<file path="src/rtl/atm_pkg.sv">
// rtl/atm_pkg.sv - shared state encodings and transaction type constants
package atm_pkg;

  localparam int ST_W = 6;

  localparam logic [ST_W-1:0] ST_IDLE    = 6'b000001;
  localparam logic [ST_W-1:0] ST_PIN     = 6'b000010;
  localparam logic [ST_W-1:0] ST_CHECK   = 6'b000100;
  localparam logic [ST_W-1:0] ST_TRANS   = 6'b001000;
  localparam logic [ST_W-1:0] ST_DONE    = 6'b010000;
  localparam logic [ST_W-1:0] ST_BLOQUEO = 6'b100000;

  localparam logic TIPO_DEPOSITO = 1'b0;
  localparam logic TIPO_RETIRO   = 1'b1;

endpackage

</file>
<file path="src/rtl/atm_pin_capture.sv">
// rtl/atm_pin_capture.sv - PIN digit shift register, digit counter and compare
module atm_pin_capture #(
  parameter int PIN_DIGITS = 4
) (
  input  logic                    clk,
  input  logic                    reset,
  input  logic                    i_clear,
  input  logic                    i_shift,
  input  logic [3:0]              i_digito,
  input  logic [4*PIN_DIGITS-1:0] i_pin_ref,
  output logic                    o_last,
  output logic                    o_match
);

  logic [4*PIN_DIGITS-1:0] r_pin;
  logic [3:0]              r_count;
  logic [4*PIN_DIGITS-1:0] w_pin_next;

  generate
    if (PIN_DIGITS == 1) begin : g_single
      assign w_pin_next = i_digito;
    end else begin : g_multi
      assign w_pin_next = {r_pin[4*PIN_DIGITS-5:0], i_digito};
    end
  endgenerate

  // Clearing only touches the counter so the captured PIN stays valid for compare.
  always_ff @(posedge clk) begin
    if (!reset) begin
      r_pin   <= '0;
      r_count <= '0;
    end else if (i_clear) begin
      r_count <= '0;
    end else if (i_shift) begin
      r_pin   <= w_pin_next;
      r_count <= r_count + 4'd1;
    end
  end

  assign o_last  = (r_count == 4'(PIN_DIGITS - 1));
  assign o_match = (r_pin == i_pin_ref);

endmodule

</file>
<file path="src/rtl/atm_transaction_ctrl.sv">
// rtl/atm_transaction_ctrl.sv - card/PIN/transaction sequencer with retry lockout
// Optional inactivity timeout in PIN/TRANS enabled by ATM_TIMEOUT_EN.
module atm_transaction_ctrl
  import atm_pkg::*;
#(
  parameter int                   PIN_DIGITS     = 4,
  parameter int                   MAX_INTENTOS   = 3,
  parameter int                   MONTO_W        = 32,
  parameter int                   BALANCE_W      = 64,
  parameter logic [BALANCE_W-1:0] BALANCE_INIT   = '0,
  parameter int                   TIMEOUT_CYCLES = 1024
) (
  input  logic                    clk,
  input  logic                    reset,
  input  logic                    tarjeta_recibida,
  input  logic [4*PIN_DIGITS-1:0] pin_correcto,
  input  logic [3:0]              digito,
  input  logic                    digito_stb,
  input  logic                    tipo_trans,
  input  logic [MONTO_W-1:0]      monto,
  input  logic                    monto_stb,
  output logic [BALANCE_W-1:0]    balance,
  output logic                    balance_actualizado,
  output logic                    entregar_dinero,
  output logic                    fondos_insuficientes,
  output logic                    pin_incorrecto,
  output logic                    advertencia,
  output logic                    bloqueo,
  output logic                    fin
);

  logic [ST_W-1:0]      r_state;
  logic [BALANCE_W-1:0] r_balance;
  logic [3:0]           r_intentos;
  logic                 r_upd, r_ent, r_fondos, r_pin_inc, r_adv, r_bloq, r_fin;

  logic                 w_last, w_match, w_clear, w_shift, w_to_hit;
  logic [3:0]           w_int_next;
  logic [BALANCE_W-1:0] w_monto_ext;
  logic [BALANCE_W:0]   w_sum;

  assign w_clear     = (r_state == ST_IDLE) || (r_state == ST_CHECK);
  assign w_shift     = (r_state == ST_PIN) && digito_stb;
  assign w_int_next  = r_intentos + 4'd1;
  assign w_monto_ext = BALANCE_W'(monto);
  assign w_sum       = {1'b0, r_balance} + {1'b0, w_monto_ext};

  atm_pin_capture #(.PIN_DIGITS(PIN_DIGITS)) u_pin (
    .clk      (clk),
    .reset    (reset),
    .i_clear  (w_clear),
    .i_shift  (w_shift),
    .i_digito (digito),
    .i_pin_ref(pin_correcto),
    .o_last   (w_last),
    .o_match  (w_match)
  );

`ifdef ATM_TIMEOUT_EN
  localparam int TO_W = $clog2(TIMEOUT_CYCLES + 1);
  logic [TO_W-1:0] r_to;

  assign w_to_hit = ((r_state == ST_PIN) || (r_state == ST_TRANS)) &&
                    (r_to == TO_W'(TIMEOUT_CYCLES - 1));

  // Held at zero outside PIN/TRANS, so every entry into those states starts fresh.
  always_ff @(posedge clk) begin
    if (!reset) begin
      r_to <= '0;
    end else if (!((r_state == ST_PIN) || (r_state == ST_TRANS)) || w_to_hit ||
                 ((r_state == ST_PIN) && digito_stb) ||
                 ((r_state == ST_TRANS) && monto_stb)) begin
      r_to <= '0;
    end else begin
      r_to <= r_to + 1'b1;
    end
  end
`else
  assign w_to_hit = 1'b0;
`endif

  always_ff @(posedge clk) begin
    if (!reset) begin
      r_state    <= ST_IDLE;
      r_balance  <= BALANCE_INIT;
      r_intentos <= '0;
      r_upd      <= 1'b0;
      r_ent      <= 1'b0;
      r_fondos   <= 1'b0;
      r_pin_inc  <= 1'b0;
      r_adv      <= 1'b0;
      r_bloq     <= 1'b0;
      r_fin      <= 1'b0;
    end else begin
      r_upd     <= 1'b0;
      r_ent     <= 1'b0;
      r_fondos  <= 1'b0;
      r_pin_inc <= 1'b0;
      r_fin     <= 1'b0;
      case (r_state)
        ST_IDLE: if (tarjeta_recibida) r_state <= ST_PIN;
        ST_PIN: begin
          if (digito_stb && w_last) begin
            r_state <= ST_CHECK;
          end else if (w_to_hit) begin
            r_state <= ST_IDLE;
            r_fin   <= 1'b1;
          end
        end
        ST_CHECK: begin
          if (w_match) begin
            r_state    <= ST_TRANS;
            r_intentos <= '0;
            r_adv      <= 1'b0;
          end else begin
            r_intentos <= w_int_next;
            r_pin_inc  <= 1'b1;
            if (w_int_next == 4'(MAX_INTENTOS)) begin
              r_state <= ST_BLOQUEO;
              r_bloq  <= 1'b1;
            end else begin
              if (w_int_next == 4'(MAX_INTENTOS - 1)) r_adv <= 1'b1;
              r_state <= ST_PIN;
            end
          end
        end
        ST_TRANS: begin
          if (monto_stb) begin
            r_state <= ST_DONE;
            if (tipo_trans == TIPO_DEPOSITO) begin
              r_balance <= w_sum[BALANCE_W] ? '1 : w_sum[BALANCE_W-1:0];
              r_upd     <= 1'b1;
            end else if (w_monto_ext <= r_balance) begin
              r_balance <= r_balance - w_monto_ext;
              r_upd     <= 1'b1;
              r_ent     <= 1'b1;
            end else begin
              r_fondos  <= 1'b1;
            end
          end else if (w_to_hit) begin
            r_state <= ST_IDLE;
            r_fin   <= 1'b1;
          end
        end
        ST_DONE: begin
          r_fin   <= 1'b1;
          r_state <= ST_IDLE;
        end
        ST_BLOQUEO: r_state <= ST_BLOQUEO;
        default:    r_state <= ST_IDLE;
      endcase
    end
  end

  assign balance              = r_balance;
  assign balance_actualizado  = r_upd;
  assign entregar_dinero      = r_ent;
  assign fondos_insuficientes = r_fondos;
  assign pin_incorrecto       = r_pin_inc;
  assign advertencia          = r_adv;
  assign bloqueo              = r_bloq;
  assign fin                  = r_fin;

endmodule

</file>
<file path="config.mk">
export PLATFORM = sky130hd
export DESIGN_NAME = atm_transaction_ctrl
export DESIGN_NICKNAME = d
export VERILOG_FILES = /design/src/rtl/atm_pkg.sv /design/src/rtl/atm_pin_capture.sv /design/src/rtl/atm_transaction_ctrl.sv
export SDC_FILE = /design/constraint.sdc
export NUM_CORES = 1
export LEC_CHECK = 0
export BUFFER_PORTS_ARGS = -buffer_cell sky130_fd_sc_hd__buf_2
export CORE_MARGIN = 5
export CORE_UTILIZATION = 43
export DETAILED_ROUTE_END_ITERATION = 12
export PLACE_DENSITY = 0.65
export SLEW_MARGIN = 10
export SYNTH_ARGS = -nofsm -noshare
export SYNTH_HDL_FRONTEND = slang
export SYNTH_SLANG_ARGS = --single-unit
</file>
<file path="constraint.sdc">
create_clock -name clk -period 3.1 [get_ports clk]
set_clock_uncertainty 0.15 [all_clocks]
set_input_delay 0.155 -clock clk [delete_from_list [all_inputs] [get_ports clk]]
set_output_delay 0.155 -clock clk [all_outputs]
set_load 0.01 [all_outputs]
</file>
==> out/summary.txt <==
Reg area = 2039 sq um
Final nets = 1732
status = complete, but fails checks
Die Y = 154.0 um
Core ar. = 20300 sq um
Slew headroom = 44.48%
P&R area growth vs syn = 47.21%
setup TNS = -10.27 ns
PwrDens = 247.8 nW/um^2
Max-Cap Viols = 0
final period utilization = 110.0%
Final Worst Setup Slack = -0.3103 ns
io pins = 129
most frequent cells in the layout = buf_4 (276), buf_2 (128), a21oi_1 (124)
worst hold-check path type = input port to flop
distinct cell type count after synthesis = 78
Slew Limit Fails = 0
WL per Instance = 17.79 um
TritonCTS buffer count = 9
Mapped Avg Cell Area = 7.203 sq um
fmax = 293.2 MHz
CP max stage cell = or4_4
post-synthesis async set-or-reset flop share = 0%
failing checks = negative setup slack
syn nets = 1366
most common cell after layout, fill and taps aside = buf_4
Final Critical Period = 3.410 ns
post-synthesis register bit count = 101
Mapped Cells = 1238
routed via count = 10830
vias in the first global route = 10570
Diodes inserted = 0
clock-pin slew on the worst setup and hold paths = 0.09 ns
Initial Util = 43.93%
row cnt = 52
gr ovfl total = 0
share of cells above drive strength 1 = 37.73%
first-pass GRT wire length = 53850 um
Antenna Nets Post-Route = 0
Die W = 154.0 um
Max FO, Critical Path = 6
1st-pass router iterations = 5
setup slack at placement = -0.4278 ns
crit path capture type = flop
Seq/Total Area, Yosys = 22.67%
Top Metal Used = met4
Worst EP required = 3.21 ns
Worst VDD drop = 0.0002320 V
CTS Sinks = 101
Final GP Congestion = 0.9439
predominant post-synthesis flop cell = dfxtp_1
Ys Warns = 0
Final Hold Vio Count = 0
WS Path Type = flop to flop
# DRC = 0
Vias/cell = 5.765
CTS tree = built
routed wl met3 = 2367 um
H-tree level count = 3
pin count of the biggest net entering global routing = 38
number of synthesized flops with an enable pin = 0
met1 wire length = 14690 um
leakage power = 5.910 nW
CP cell instances = ha_4 -> fa_2 -> nor2b_4 -> o211ai_1 -> buf_4 -> a2111oi_4 -> or4_4 -> nand2_4 -> a211oi_4 -> o211ai_2 -> and2_4 -> buf_12 -> nand2_1 -> o221a_2
multi-input logic area = 7072 sq um
Post-DP HPWL = 24400 um
max incr delay on CP = 0.56 ns
Filler cells = 1834
slew at the pin with the worst max-slew slack = 0.8317 ns
IO buf count = 128
met2 WL post-DR = 15440 um
RSZ-0062 raised after global routing = yes
WL final = 33430 um
Critical Path AT = 3.52 ns
initial antenna violation count = 0
clk buf depth = 2
Synth Cell Area = 8917 sq um
worst skew pair latency = 0.37 ns
initial DRC count = 993
type of origin of the critical path = flop
die area = 23720 sq um
# setup viols final = 64
All-Layer GR Usage = 27.20%
clock root buffer = clkbuf_16
critical path, delay by kind of cell (launching register included):
kind / cells / cell delay, ns
AOI/OAI and AO/OA: 5 / 0.86
adders and majority gates: 2 / 0.50
buffers and inverters: 2 / 0.32
DFF: 1 / 0.37
and+or+nand+nor: 5 / 1.10
state kept, by name, indices dropped and copies added, names as in the netlist:
name / count
advertencia: 1
balance: 64
balance_actualizado: 1
bloqueo: 1
entregar_dinero: 1
fin: 1
fondos_insuficientes: 1
pin_incorrecto: 1
r_intentos: 4
r_state: 6
u_pin.r_count: 4
u_pin.r_pin: 16
cells in the mapped netlist (20+ instances only):
master    instances  area, sq um
nor3_1           42        210.2
nand3_1          26        130.1
o21ai_0          83        415.4
clkbuf_1         57        214.0
dfxtp_1         101         2022
inv_1            73        274.0
nor4_1           20        125.1
nor2_1          121        454.2
ha_1             68        850.8
nand4_1          24        150.1
a21oi_1         140        700.7
xnor2_1          48        420.4
nand2_1         114        427.9
worst paths after layout:
check / startpoint / endpoint / slack (ns) / cells past startpoint
setup / recovery: balance[0]$_SDFFE_PN0P_ / balance[53]$_SDFFE_PN0P_ / -0.31 / 14
hold / removal: monto_stb / r_state[3]$_SDFFE_PN0P_ / 0.02 / 3
setup reg to reg: balance[0]$_SDFFE_PN0P_ / balance[53]$_SDFFE_PN0P_ / -0.31 / 14
hold reg to reg: u_pin.r_pin[12]$_SDFFE_PN0P_ / u_pin.r_pin[12]$_SDFFE_PN0P_ / 0.32 / 2
area by class of cell:
| cell class | count | share of cell area [%] |
|---|---|---|
| multi-input combinational | 988 | 53.87 |
| timing repair buffer | 431 | 23.56 |
| sequential | 101 | 15.54 |
| tap | 270 | 2.573 |
| inverter | 73 | 2.087 |
| clock buffer | 9 | 1.716 |
| clock inverter | 7 | 0.6576 |
layer usage:
metal	vias to the layer above	GRT usage, %
li1	5242	-
met5	-	0
met4	0	8.452
met1	5032	36.48
met2	477	45.30
met3	82	3.766
stage by stage:
| step | total power, mW | cells | util [%] | instance area, sq um | hold WS (ns) |
|---|---|---|---|---|---|
| final | 3.253 | 1879 | 64.67 | 13130 | 0.02065 |
| after CTS | 3.249 | 1876 | 63.58 | 12910 | 0.01390 |
| after floorplan | 1.727 | 1238 | - | 9039 | 0.1410 |
| after global placement | 1.967 | 1841 | 58.21 | 11820 | 0.2469 |
| after global routing | 3.394 | 1879 | 64.67 | 13130 | 0.02696 |
| after detailed placement | 1.976 | 1841 | 58.21 | 11820 | 0.2551 |
kinds of logic after synthesis:
| group | share of synthesized area (%) |
|---|---|
| muxes | 0.6875 |
| buffers and inverters | 6.707 |
| adders and majority gates | 9.990 |
| AOI/OAI and AO/OA | 28.97 |
| and+or+nand+nor | 25.47 |
| xor gates and xnor gates | 5.500 |
| DFF | 22.67 |
report_power, final:
group          internal [mW]  switching, mW  leakage, nW  total [mW]
Clock                  0.586          0.660        0.151        1.25
Sequential              1.31         0.0205        0.820        1.33
Combinational          0.297          0.376         4.94       0.673
Total                   2.20           1.06         5.91        3.25
repair_timing:
item / CTS / global route
buffers inserted: 15 / 5
setup endpoints to repair: 65 / 65
hold buffers: 4 / 0
endpoints found under the hold margin: 4 / 0
gates cloned: 2 / 0
pin swaps: 43 / 24
gates resized for setup: 118 / 56
Note: power is estimated with default switching activity, not from simulation.
